<file path="src/rtl/clock_ctrl_pkg.sv">
// Shared item codes, FSM state type and item sequencing for the clock adjust controller.
package clock_ctrl_pkg;

    localparam logic [2:0] SEL_NONE  = 3'b000;
    localparam logic [2:0] SEL_SEC   = 3'b001;
    localparam logic [2:0] SEL_MIN   = 3'b010;
    localparam logic [2:0] SEL_HOUR  = 3'b011;
    localparam logic [2:0] SEL_DAY   = 3'b100;
    localparam logic [2:0] SEL_MONTH = 3'b110;
    localparam logic [2:0] SEL_YEAR  = 3'b101;

    typedef enum logic {
        ST_RUN  = 1'b0,
        ST_EDIT = 1'b1
    } state_t;

    // Edit order is sec, min, hour, day, month, year; year wraps back to none.
    function automatic logic [2:0] next_item(input logic [2:0] sel);
        logic [2:0] nxt;
        case (sel)
            SEL_NONE:  nxt = SEL_SEC;
            SEL_SEC:   nxt = SEL_MIN;
            SEL_MIN:   nxt = SEL_HOUR;
            SEL_HOUR:  nxt = SEL_DAY;
            SEL_DAY:   nxt = SEL_MONTH;
            SEL_MONTH: nxt = SEL_YEAR;
            default:   nxt = SEL_NONE;
        endcase
        return nxt;
    endfunction

endpackage

</file>
<file path="src/rtl/btn_pulse.sv">
// Button rise detector; with AUTO_REPEAT_EN defined it also emits repeat pulses
// after the button has been held HOLD_DLY cycles, one every REP_DIV cycles.
module btn_pulse
    import clock_ctrl_pkg::*;
`ifdef AUTO_REPEAT_EN
#(
    parameter int unsigned HOLD_DLY = 2,
    parameter int unsigned REP_DIV  = 1,
    parameter int unsigned CW       = 6
)
`endif
(
    input  logic clk_1Hz,
    input  logic rst,
    input  logic btn,
`ifdef AUTO_REPEAT_EN
    input  logic clear,
`endif
    output logic pulse
);

    logic btn_q;
    logic rise;

    assign rise = btn & ~btn_q;

    always_ff @(posedge clk_1Hz or posedge rst) begin
        if (rst) begin
            btn_q <= 1'b0;
        end else begin
            btn_q <= btn;
        end
    end

`ifdef AUTO_REPEAT_EN
    logic [CW-1:0] hold_cnt;
    logic [CW-1:0] rep_cnt;
    logic          rep_hit;

    assign rep_hit = btn & (hold_cnt == CW'(HOLD_DLY)) & (rep_cnt == '0);
    assign pulse   = rise | rep_hit;

    // hold_cnt saturates at HOLD_DLY; rep_cnt then paces the repeat pulses.
    always_ff @(posedge clk_1Hz or posedge rst) begin
        if (rst) begin
            hold_cnt <= '0;
            rep_cnt  <= '0;
        end else if (clear || !btn || rise) begin
            hold_cnt <= '0;
            rep_cnt  <= '0;
        end else if (hold_cnt != CW'(HOLD_DLY)) begin
            hold_cnt <= hold_cnt + 1'b1;
        end else if (rep_cnt == CW'(REP_DIV - 1)) begin
            rep_cnt  <= '0;
        end else begin
            rep_cnt  <= rep_cnt + 1'b1;
        end
    end
`else
    assign pulse = rise;
`endif

endmodule

</file>
<file path="src/rtl/adjust_ctrl.sv">
// Time/date adjust controller: walks select_item over the counter chain and issues up/down pulses.
// Optional auto-repeat of held up/down buttons is enabled by defining AUTO_REPEAT_EN.
module adjust_ctrl #(
    parameter int unsigned TIMEOUT  = 30,
    parameter int unsigned HOLD_DLY = 2,
    parameter int unsigned REP_DIV  = 1,
    parameter int unsigned CW       = 6
) (
    input  logic       clk_1Hz,
    input  logic       rst,
    input  logic       btn_mode,
    input  logic       btn_up,
    input  logic       btn_down,
    output logic [2:0] select_item,
    output logic       up,
    output logic       down,
    output logic       en_1,
    output logic       editing
);

    import clock_ctrl_pkg::*;

    if (TIMEOUT < 1 || REP_DIV < 1 || (TIMEOUT >> CW) != 0 || (HOLD_DLY >> CW) != 0) begin : g_cfg_check
        $error("adjust_ctrl: TIMEOUT/HOLD_DLY must be >=1 and fit in CW bits, REP_DIV >= 1");
    end

    state_t        state;
    state_t        state_next;
    logic [2:0]    sel_next;
    logic          up_next;
    logic          down_next;
    logic [CW-1:0] idle_cnt;
    logic [CW-1:0] idle_next;
    logic          mode_q;
    logic          mode_rise;
    logic          up_pulse;
    logic          down_pulse;
    logic          conflict;

    assign mode_rise = btn_mode & ~mode_q;
    assign conflict  = btn_up & btn_down;
    assign en_1      = (state == ST_RUN);
    assign editing   = (state == ST_EDIT);

`ifdef AUTO_REPEAT_EN
    logic hold_clear;

    assign hold_clear = conflict | (state != ST_EDIT) | (state_next != state);

    btn_pulse #(.HOLD_DLY(HOLD_DLY), .REP_DIV(REP_DIV), .CW(CW)) u_up (
        .clk_1Hz (clk_1Hz),
        .rst     (rst),
        .btn     (btn_up),
        .clear   (hold_clear),
        .pulse   (up_pulse)
    );

    btn_pulse #(.HOLD_DLY(HOLD_DLY), .REP_DIV(REP_DIV), .CW(CW)) u_down (
        .clk_1Hz (clk_1Hz),
        .rst     (rst),
        .btn     (btn_down),
        .clear   (hold_clear),
        .pulse   (down_pulse)
    );
`else
    btn_pulse u_up (
        .clk_1Hz (clk_1Hz),
        .rst     (rst),
        .btn     (btn_up),
        .pulse   (up_pulse)
    );

    btn_pulse u_down (
        .clk_1Hz (clk_1Hz),
        .rst     (rst),
        .btn     (btn_down),
        .pulse   (down_pulse)
    );
`endif

    always_ff @(posedge clk_1Hz or posedge rst) begin
        if (rst) begin
            state       <= ST_RUN;
            select_item <= SEL_NONE;
            up          <= 1'b0;
            down        <= 1'b0;
            idle_cnt    <= '0;
            mode_q      <= 1'b0;
        end else begin
            state       <= state_next;
            select_item <= sel_next;
            up          <= up_next;
            down        <= down_next;
            idle_cnt    <= idle_next;
            mode_q      <= btn_mode;
        end
    end

    // Priority in EDIT: mode advance, then up/down activity, then idle timeout.
    always_comb begin
        state_next = state;
        sel_next   = select_item;
        up_next    = 1'b0;
        down_next  = 1'b0;
        idle_next  = idle_cnt;
        case (state)
            ST_RUN: begin
                idle_next = '0;
                if (mode_rise) begin
                    state_next = ST_EDIT;
                    sel_next   = SEL_SEC;
                end
            end
            ST_EDIT: begin
                if (mode_rise) begin
                    idle_next = '0;
                    sel_next  = next_item(select_item);
                    if (select_item == SEL_YEAR) begin
                        state_next = ST_RUN;
                    end
                end else if (up_pulse || down_pulse) begin
                    idle_next = '0;
                    up_next   = up_pulse & ~conflict;
                    down_next = down_pulse & ~conflict;
                end else if (idle_cnt == CW'(TIMEOUT - 1)) begin
                    state_next = ST_RUN;
                    sel_next   = SEL_NONE;
                    idle_next  = '0;
                end else begin
                    idle_next = idle_cnt + 1'b1;
                end
            end
        endcase
    end

endmodule
</file>
<file path="config.mk">
export PLATFORM = sky130hd
export DESIGN_NAME = adjust_ctrl
export DESIGN_NICKNAME = d
export VERILOG_FILES = /design/src/rtl/clock_ctrl_pkg.sv /design/src/rtl/btn_pulse.sv /design/src/rtl/adjust_ctrl.sv
export SDC_FILE = /design/constraint.sdc
export NUM_CORES = 1
export LEC_CHECK = 0
export BUFFER_PORTS_ARGS = -buffer_cell sky130_fd_sc_hd__buf_2
export CAP_MARGIN = 30
export CORE_AREA = 4 4 41 43
export CTS_CLUSTER_DIAMETER = 120
export DETAILED_ROUTE_END_ITERATION = 6
export DIE_AREA = 0 0 45 47
export MAX_ROUTING_LAYER = met4
export PLACE_DENSITY = 0.82
export SYNTH_ARGS = -nofsm -noshare
export SYNTH_HDL_FRONTEND = slang
export SYNTH_SLANG_ARGS = --single-unit
</file>
<file path="constraint.sdc">
create_clock -name clk_1Hz -period 2.4 [get_ports clk_1Hz]
set_input_delay 0.48 -clock clk_1Hz [delete_from_list [all_inputs] [get_ports clk_1Hz]]
set_output_delay 0.48 -clock clk_1Hz [all_outputs]
set_load 0.005 [all_outputs]
</file>
---- Word level (Yosys, flattened, before mapping) ----
Index checks and enable logic that the tools add are counted.
storage, ports and cells
  bits in registers ....................... 15
  bits in latches ......................... 0
  memory bits (writable) .................. 0
  memory bits (read-only) ................. 0
  bits of input ports ..................... 5
  memories kept ........................... 0
operators by class
  $add $sub $neg .......................... 1
  multiply operators ...................... 0
  div/mod/pow operators ................... 0
  order comparisons ....................... 0
  equality and inequality tests ........... 10
  shifts and indexed selects .............. 0
  muxes and demuxes ....................... 22
  bitwise operators ....................... 11
  reduce and logical (&&, ||, !) cells .... 3
operators with widths
  cell                                            count
  2-to-1 mux 6 bit                                3
  one-hot mux 3 bit (6 select lines)              1
  2-to-1 mux 3 bit                                4
  one-hot mux 6 bit (2 select lines)              1
  2-to-1 mux 1 bit                                11
  == test 3 bit (second input constant)           3
  adder 6 x 1 -> 6 bit (second input constant)    1
  AND 1 bit                                       6
  == test 3 x 2 -> 1 bit (second input constant)  2
  == test 6 x 5 -> 1 bit (second input constant)  1
  one-hot mux 3 bit (2 select lines)              1
  NOT 1 bit                                       5
  == test 3 x 1 -> 1 bit (second input constant)  1
  logical NOT 3 bit                               1
  != test 3 x 1 -> 1 bit (second input constant)  1
  != test 3 bit (second input constant)           1
  AND reduction 3 bit                             1
  != test 2 x 1 -> 1 bit (second input constant)  1
  one-hot mux 1 bit (2 select lines)              1
  logical OR 1 bit                                1

---- Logic depth before layout (Yosys ltp) ----
Gate-level depths: netlist (run 1).
  depth after elaboration ................. 6
  mapped depth ............................ 7
  gate-level depth less buffers ........... 6

---- Cells and area by module ----
From an unflattened synthesis (run 1), not the netlist that was laid out.
second synthesis, totals
  cells, all modules ...................... 65
  area total of the unflattened synthesis .. 725.7 µm²
by module, submodules not included
  module       instances  cells an instance  area an instance (µm²)  seq. area each (µm²)
  adjust_ctrl  1          59                 640.6                   325.3
  btn_pulse    2          3                  42.5                    25.0

---- Worst setup path before layout (run 1) ----
OpenSTA, ideal clock, no wires.
  path type ............................... register to register
  start ................................... register idle_cnt[0]
  end ..................................... register idle_cnt[2]
  setup time .............................. 0.071 ns
  data arrival time ....................... 1.266 ns
  data required time ...................... 2.329 ns
  setup slack ............................. 1.063 ns
  cell stages (with the launch flop) ...... 7
  clock period less this slack ............ 1.337 ns
  cell sequence ........................... dfrtp_1 > ha_1 > nand2_1 > nor3_1 > or3b_1 > buf_2 > nor2_1
on the way
  cells in the longest elaborated chain, start to end .. 5
  elaborated cells on any way between the ends .. 6
  classes of those cells .................. add/sub (1); eq/ne (1); mux (4)
RTL lines
  element                                                                line                                    text
  from (decl)                                                            adjust_ctrl.sv:32                       logic [CW-1:0] idle_cnt;
  from (signal assigned)                                                 adjust_ctrl.sv:94                       idle_cnt <= idle_next;
  adder 6 x 1 -> 6 bit / == test 6 x 5 -> 1 bit (equally long branches)  adjust_ctrl.sv:130, adjust_ctrl.sv:125
  2-to-1 mux 6 bit (*)                                                   adjust_ctrl.sv:125                      end else if (idle_cnt == CW'(TIMEOUT - 1)) begin
  2-to-1 mux 6 bit (*)                                                   adjust_ctrl.sv:121                      end else if (up_pulse || down_pulse) begin
  2-to-1 mux 6 bit (*)                                                   adjust_ctrl.sv:115                      if (mode_rise) begin
  one-hot mux 6 bit (2 select lines) (*)                                 adjust_ctrl.sv:106                      case (state)
  via idle_next[2]                                                       adjust_ctrl.sv:33                       logic [CW-1:0] idle_next;
The timed path passes the listed nets; every way through them passes the cells marked *.
A chain may end at the register's enable or synchronous reset.

---- Worst setup path after layout (run 1) ----
  start ................................... register idle_cnt[0]
  end ..................................... register idle_cnt[3]
Same word-level chain as after synthesis.

==> summary.txt, run 1 <==
MaxCap Viol Count = 0
IO Port Bufs = 11
Vias = 484
Antenna cells = 0
P_int = 0.394 mW
Fmax = 691 MHz
Largest stage delay, worst path = 0.47 ns
Crit path max-delay cell type = or3b_1
WL/cell = 12.3 µm
Total global-route track usage = 13.2%
Hold Vio Cnt, Final = 0
CTS resizes = 0
Largest delay share family, worst path = simple AND/OR/NAND/NOR gates
Core Region = 1300 µm²
Maximum vdd drop = 447 µV
Skew-Pair Late Insertion Delay = 0.28 ns
Area growth from synthesis to layout = 14.1%
Largest net degree at the start of global routing = 16
Max clock buf depth = 2
Leading area contributor after synthesis = dfrtp_1
Chip width = 45 µm
Starting Density = 51.8%
Outcome = complete, no violations
Crit Path Category = flip-flop to flip-flop
Final #Nets = 84
Worst slew margin = 63.7%
Commonest cells after routing, fill and taps aside = dfrtp_1, buf_2, nor2_1, nand2_1, inv_1
DIE AREA = 2120 µm²
Vias in the first global route = 449
Switching pwr = 0.149 mW
CP required = 2.60 ns
Post-Syn Area = 674 µm²
Clock-pin slew on the worst setup and hold paths = 0.09 ns
Final wirelength = 1.12 mm
Final setup skew = 0.0103 ns
Initial antenna violation count = 0
Area contributors post-synth = dfrtp_1, nor2_1, xor2_1
Drt pass-1 iters = 4
DRC violations left = 0
Post-CTS Setup Bufs = 0
GRT overflow = 0
Slew Viols, Final = 0
Sequential group share of total power = 56.6%
Antenna-violating nets left = 0
Hold_buf cts = 0
H-tree depth = 1
Cell variety after synth = 24
Io pins = 12
Power density cells = 707 nW/µm²
Sequential fraction of the synthesis area = 55.7%
Clk sinks = 15
DP HPWL = 861 µm
Worst-margin pin slew = 0.544 ns
Rows = 13
Arrival time worst endpoint = 1.65 ns
Post-synthesis net count = 69
Die height = 47 µm
TritonCTS clock tree = done
Setup TNS = 0 ns
Crit-path max FO = 6
Root buffer cell = clkbuf_4
Area share of the largest cell type after synthesis = 55.7%
Cts bufs inserted = 3
P_leak = 0.366 nW
Share of cells above drive strength 1 = 25.0%
Buf+Inv Stages, Crit Path = 0
Switching fraction of total power = 27.5%
First-pass GRT wire length = 1.92 mm
HP Class = input port to asynchronous set/reset pin
Final setup fails = 0
Initial DRC count = 14
CP Capture Type = flip-flop
Combinational share of power = 18.4%
Mapped Cells = 62
GP Congestion = 0.791
Clk pwr share = 24.9%
Post-DR vias/cell = 5.32
Syn_area_per_cell = 10.9 µm²
Min Tclk post-route = 1.45 ns
Tcrit/Tclk final = 60.3%
Synth Register Bits = 15
CP Launch Type = flip-flop
Cell Chain, Critical Path = ha_1 > nand2_1 > nor3_1 > or3b_1 > nor2_1
RSZ-0062 raised after global routing = no
Power, Total = 0.544 mW
Syn. warnings = 0
Leading cell type in the layout, fill and taps excluded = dfrtp_1
sequential cells by signal (all words and copies together) (netlist names):
| register | cells |
|---|---|
| idle_cnt | 6 |
| select_item | 3 |
| down | 1 |
| editing | 1 |
| mode_q | 1 |
| u_down.btn_q | 1 |
| u_up.btn_q | 1 |
| up | 1 |
cell families (layout without fill, tap and decap cells):
| logic type | after synthesis | after routing | share of synthesized area (%) |
|---|---|---|---|
| xor+xnor | 5 | 5 | 6.49 |
| simple gates | 25 | 25 | 20.4 |
| compound gates | 9 | 9 | 9.09 |
| flops | 15 | 15 | 55.7 |
| buf+inv | 5 | 19 | 2.97 |
| mux | 1 | 1 | 1.67 |
| fa+ha+maj | 2 | 2 | 3.71 |
Yosys cell counts:
cell type / count
dfrtp_1: 15
nor2_1: 8
nand2_1: 5
inv_1: 4
xor2_1: 3
a31oi_1: 2
ha_1: 2
nand3_1: 2
nor2b_1: 2
o21ai_0: 2
o22ai_1: 2
o2bb2ai_1: 2
xnor2_1: 2
a21oi_2: 1
and2_2: 1
and3_1: 1
buf_2: 1
mux2_2: 1
nand2b_2: 1
nor2b_4: 1
nor3_1: 1
nor3b_1: 1
nor4b_1: 1
or3b_1: 1
area by class of cell:
cell class,instances,area [µm²]
inverter,4,15.0
timing repair buffer,11,55.1
multi-input combinational,42,279
tap,15,18.8
clock buffer,4,26.3
sequential,15,375
fill,117,532
layer usage:
layer | up-vias | GRT usage, % | share of wire [%] | routed length [µm]
met4 | 0 | 7.02 | 2.1 | 23
met5 | - | - | 0 | 0
met2 | 14 | 21.2 | 49 | 546
li1 | 236 | - | - | -
met1 | 230 | 15.0 | 43 | 481
met3 | 4 | 3.45 | 5.7 | 63
final timing paths:
| path | slack, ns | start | cells after the start | to |
|---|---|---|---|---|
| worst max-delay path | 0.95 | idle_cnt[0] | 5 | idle_cnt[3] |
| worst min-delay path | 0.23 | rst | 2 | idle_cnt[5] |
| worst max register to register | 0.95 | idle_cnt[0] | 5 | idle_cnt[3] |
| worst min register to register | 0.44 | u_up.btn_q | 1 | up |
| max in group asynchronous | 1.80 | rst | 2 | idle_cnt[4] |
| min in group clk_1Hz | 0.34 | btn_mode | 1 | mode_q |
power groups by stage:
stage          logic, mW  clock network, mW  registers (mW)
2_1_floorplan     0.0658                  0           0.311
6_report           0.100              0.136           0.308
5_1_grt            0.117              0.150           0.314
3_3_place_gp      0.0992                  0           0.312
4_1_cts            0.103              0.139           0.308
3_5_place_dp       0.102                  0           0.313
stage by stage:
| stage | area (µm²) | utilization, % | cells | hold slack [ns] | setup WS (ns) |
|---|---|---|---|---|---|
| 5_1_grt | 769 | 59.1 | 91 | 0.259 | 0.845 |
| 3_5_place_dp | 743 | 57.1 | 87 | 0.433 | 0.900 |
| 4_1_cts | 769 | 59.1 | 91 | 0.240 | 0.960 |
| 3_3_place_gp | 743 | 57.1 | 87 | 0.430 | 0.937 |
| 6_report | 769 | 59.1 | 91 | 0.230 | 0.952 |
| 2_1_floorplan | 674 | - | 62 | 0.381 | 1.06 |
No activity file was read; power rests on OpenSTA's default activity.
==> run 2, diff against run 1 <==
--- a/config.mk
+++ b/config.mk
@@ -5,14 +5,15 @@
 export SDC_FILE = /design/constraint.sdc
 export NUM_CORES = 1
 export LEC_CHECK = 0
+export ABC_AREA = 1
 export BUFFER_PORTS_ARGS = -buffer_cell sky130_fd_sc_hd__buf_2
 export CAP_MARGIN = 30
-export CORE_AREA = 4 4 41 43
+export CORE_MARGIN = 4
+export CORE_UTILIZATION = 52
 export CTS_CLUSTER_DIAMETER = 120
 export DETAILED_ROUTE_END_ITERATION = 6
-export DIE_AREA = 0 0 45 47
 export MAX_ROUTING_LAYER = met4
-export PLACE_DENSITY = 0.82
+export PLACE_DENSITY = 0.84
 export SYNTH_ARGS = -nofsm -noshare
 export SYNTH_HDL_FRONTEND = slang
 export SYNTH_SLANG_ARGS = --single-unit
==> constraint.sdc (replaced) <==
create_clock -name clk_1Hz -period 1.4 [get_ports clk_1Hz]
set_input_delay 0.28 -clock clk_1Hz [delete_from_list [all_inputs] [get_ports clk_1Hz]]
set_output_delay 0.28 -clock clk_1Hz [all_outputs]
set_load 0.005 [all_outputs]
==> run 2 against run 1 <==
  * Final area up 4.2%
  * Combinational power up 73%
  * Count of clock-buffer cells in the layout unchanged
  * Non-clock buffer count unchanged
  * Sequential power up 63%
  * Critical path depth up 1
  * Via count up 20%
  * Die area down 5.2%
  * Total power up 69%
  * Fmax up 15%
  * Synthesized cell count up 35%
  * Sequential cell count unchanged
==> summary.txt, run 2 <==
Max clock buf depth = 2 (unchanged)
Final worst slack = 0.140 ns (-0.812 ns)
Hold Vio Cnt, Final = 0 (unchanged)
Commonest cells after routing, fill and taps aside = nand2_1, dfrtp_1, inv_1, nor2_1, buf_2
Area share of the largest cell type after synthesis = 53.4% (-2.3 points)
P_leak = 0.420 nW (+15%)
Setup TNS = 0 ns (unchanged)
Post-Syn Area = 703 µm² (+4.3%)
Tcrit/Tclk final = 90.0% (+30 points)
Cell Chain, Critical Path = ha_1 > nand3_1 > nor2_1 > nand3_1 > nand3_1 > nand2_1
MaxCap Viol Count = 0 (unchanged)
Initial antenna violation count = 0 (unchanged)
Antenna-violating nets left = 0 (unchanged)
Top Usage Layer GRT = met2
Largest net degree at the start of global routing = 16 (unchanged)
HP Class = input port to asynchronous set/reset pin
Outcome = complete, no violations
CTS resizes = 0 (unchanged)
Antenna cells = 0 (unchanged)
Power density cells = 1150 nW/µm² (+62%)
Largest registers = idle_cnt: 6 flops, select_item: 3 flops
Skew-Pair Late Insertion Delay = 0.28 ns (about the same)
Worst Setup EP = select_item[2]
GP Congestion = 0.886 (+12%)
Final #Nets = 107 (+27%)
DIE AREA = 2000 µm² (-5.2%)
First-pass GRT wire length = 2.41 mm (+26%)
Largest stage delay, worst path = 0.44 ns (-0.03 ns)
Area of the multi-input gates = 275 µm² (-1.3%)
Cell variety after synth = 15 (-38%)
Die height = 44.8 µm (-4.7%)
Synth Register Bits = 15 (unchanged)
Leading area contributor after synthesis = dfrtp_1
Clock-pin slew on the worst setup and hold paths = 0.08 ns (about the same)
Rows = 12 (-1)
TritonCTS clock tree = done
CP Launch Type = flip-flop
Inst Count DP = 109 (+25%)
Layout Cells excl Fill = 113 (+24%)
Chip width = 44.8 µm (-0.50%)
Sequential fraction of the synthesis area = 53.4% (-2.3 points)
Final wirelength = 1.31 mm (+18%)
Worst slew margin = 62.7% (-0.91 points)
Fmax = 794 MHz (+15%)
DP Worst Slack = 0.172 ns (-0.728 ns)
Post-DR vias/cell = 5.15 (-3.2%)
Core Region = 1190 µm² (-8.8%)
Syn_area_per_cell = 8.37 µm² (-23%)
Clk sinks = 15 (unchanged)
Crit path max-delay cell type = dfrtp_1
Hold_buf cts = 0 (unchanged)
Worst-case reg-to-reg path depth = 6 (+1)
Slew Viols, Final = 0 (unchanged)
Flop-to-flop setup slack = 0.14 ns (-0.81 ns)
Number of synthesized flops with an enable pin = 0 (unchanged)
GRT overflow = 0 (unchanged)
Register area = 375 µm² (unchanged)
Area growth from synthesis to layout = 14.1% (about the same)
IO Port Bufs = 11 (unchanged)
Grt met1 use = 21.6% (+6.6 points)
Maximum vdd drop = 689 µV (+54%)
R2R Path End = select_item[2]
Arrival time worst endpoint = 1.43 ns (-0.22 ns)
Area contributors post-synth = dfrtp_1, nand2_1, inv_1
WL/cell = 11.6 µm (-5.3%)
DRC violations left = 0 (unchanged)
Cts bufs inserted = 3 (unchanged)
Io pins = 12 (unchanged)
Fill cell count = 98 (-16%)
Final setup fails = 0 (unchanged)
Crit Path Category = flip-flop to flip-flop
Initial DRC count = 26 (+12)
Design area = 802 µm² (+4.2%)
Vias in the first global route = 566 (+26%)
Min Tclk post-route = 1.26 ns (-0.188 ns)
Share of cells above drive strength 1 = 18.2% (-6.8 points)
Root buffer cell = clkbuf_4
Post-CTS Setup Bufs = 0 (unchanged)
Vias = 582 (+20%)
Syn. warnings = 0 (unchanged)
Crit-path max FO = 6 (unchanged)
Grt met2 use = 26.1% (+4.9 points)
Post-synthesis net count = 91 (+32%)
Mapped Cells = 84 (+35%)
Commonest cells in the netlist = dfrtp_1, nand2_1, inv_1, nor2_1, nand3_1
CP Capture Type = flip-flop
H-tree depth = 1 (unchanged)
CP required = 1.57 ns (-1.03 ns)
Util after Layout = 67.6% (+8.5 points)
DP HPWL = 1.02 mm (+18%)
RSZ-0062 raised after global routing = no
Max FFs per register = 6 (unchanged)
Largest Register = idle_cnt
Async set or reset register ratio after synthesis = 100% (unchanged)
Met3 usage = 2.39% (-1.1 points)
Total global-route track usage = 17.2% (+4.0 points)
Ys flop type = dfrtp_1
Most used cell, CP = nand3_1
Worst-margin pin slew = 0.558 ns (+0.0137 ns)
Final setup skew = 0.00311 ns (-0.00714 ns)
Drt pass-1 iters = 6 (+2)
Placement Cell Area = 776 µm² (+4.4%)
Starting Density = 59.3% (+7.5 points)
CP startpoint = idle_cnt[0]
Reg2reg start = idle_cnt[0]
run 2: layout make-up:
class / count / share of cell area, %
timing repair buffer: 11 / 6.86
inverter: 14 / 6.55
sequential: 15 / 46.8
clock buffer: 4 / 3.28
tap: 14 / 2.18
multi-input combinational: 55 / 34.3
run 2: how the worst min path moves through the flow:
stage / from / to / slack, ns / cells past startpoint
after floorplan: rst / down / 0.18 / 1
after global routing: rst / down / 0.07 / 2
final: rst / down / 0.03 / 2
after global placement: rst / up / 0.36 / 2
after CTS: rst / u_down.btn_q / 0.04 / 2
after detailed placement: rst / down / 0.36 / 2
run 2: cells by family (layout without fill, tap and decap cells):
logic type | Yosys count | in the layout | share of synthesized area [%]
flops | 15 | 15 | 53.4
simple gates | 44 | 44 | 27.8
buf+inv | 14 | 29 | 7.47
fa+ha+maj | 2 | 2 | 3.56
xor+xnor | 2 | 2 | 2.49
compound gates | 7 | 7 | 5.34
run 2: through the flow:
| stage | power [mW] | hold slack (ns) |
|---|---|---|
| floorplan | 0.616 | 0.181 |
| global placement | 0.678 | 0.355 |
| detailed placement | 0.685 | 0.355 |
| CTS | 0.929 | 0.0436 |
| global route | 0.993 | 0.0710 |
| finish | 0.920 | 0.0293 |
run 2: report_power, final:
group	total [mW]	internal [mW]	switching (mW)
sequential	0.503	0.470	0.0332
combinational	0.173	0.0647	0.109
clock	0.243	0.111	0.133
run 2: critical path: cells and delay by family, from the launching register on:
family	cells	cell delay, ns
flops	1	0.44
simple gates	5	0.53
fa+ha+maj	1	0.17
run 2: layer usage:
metal	routed length, µm	part of all wire, %
met1	560	43
met4	36	2.7
met5	0	0
met3	95	7.2
met2	618	47
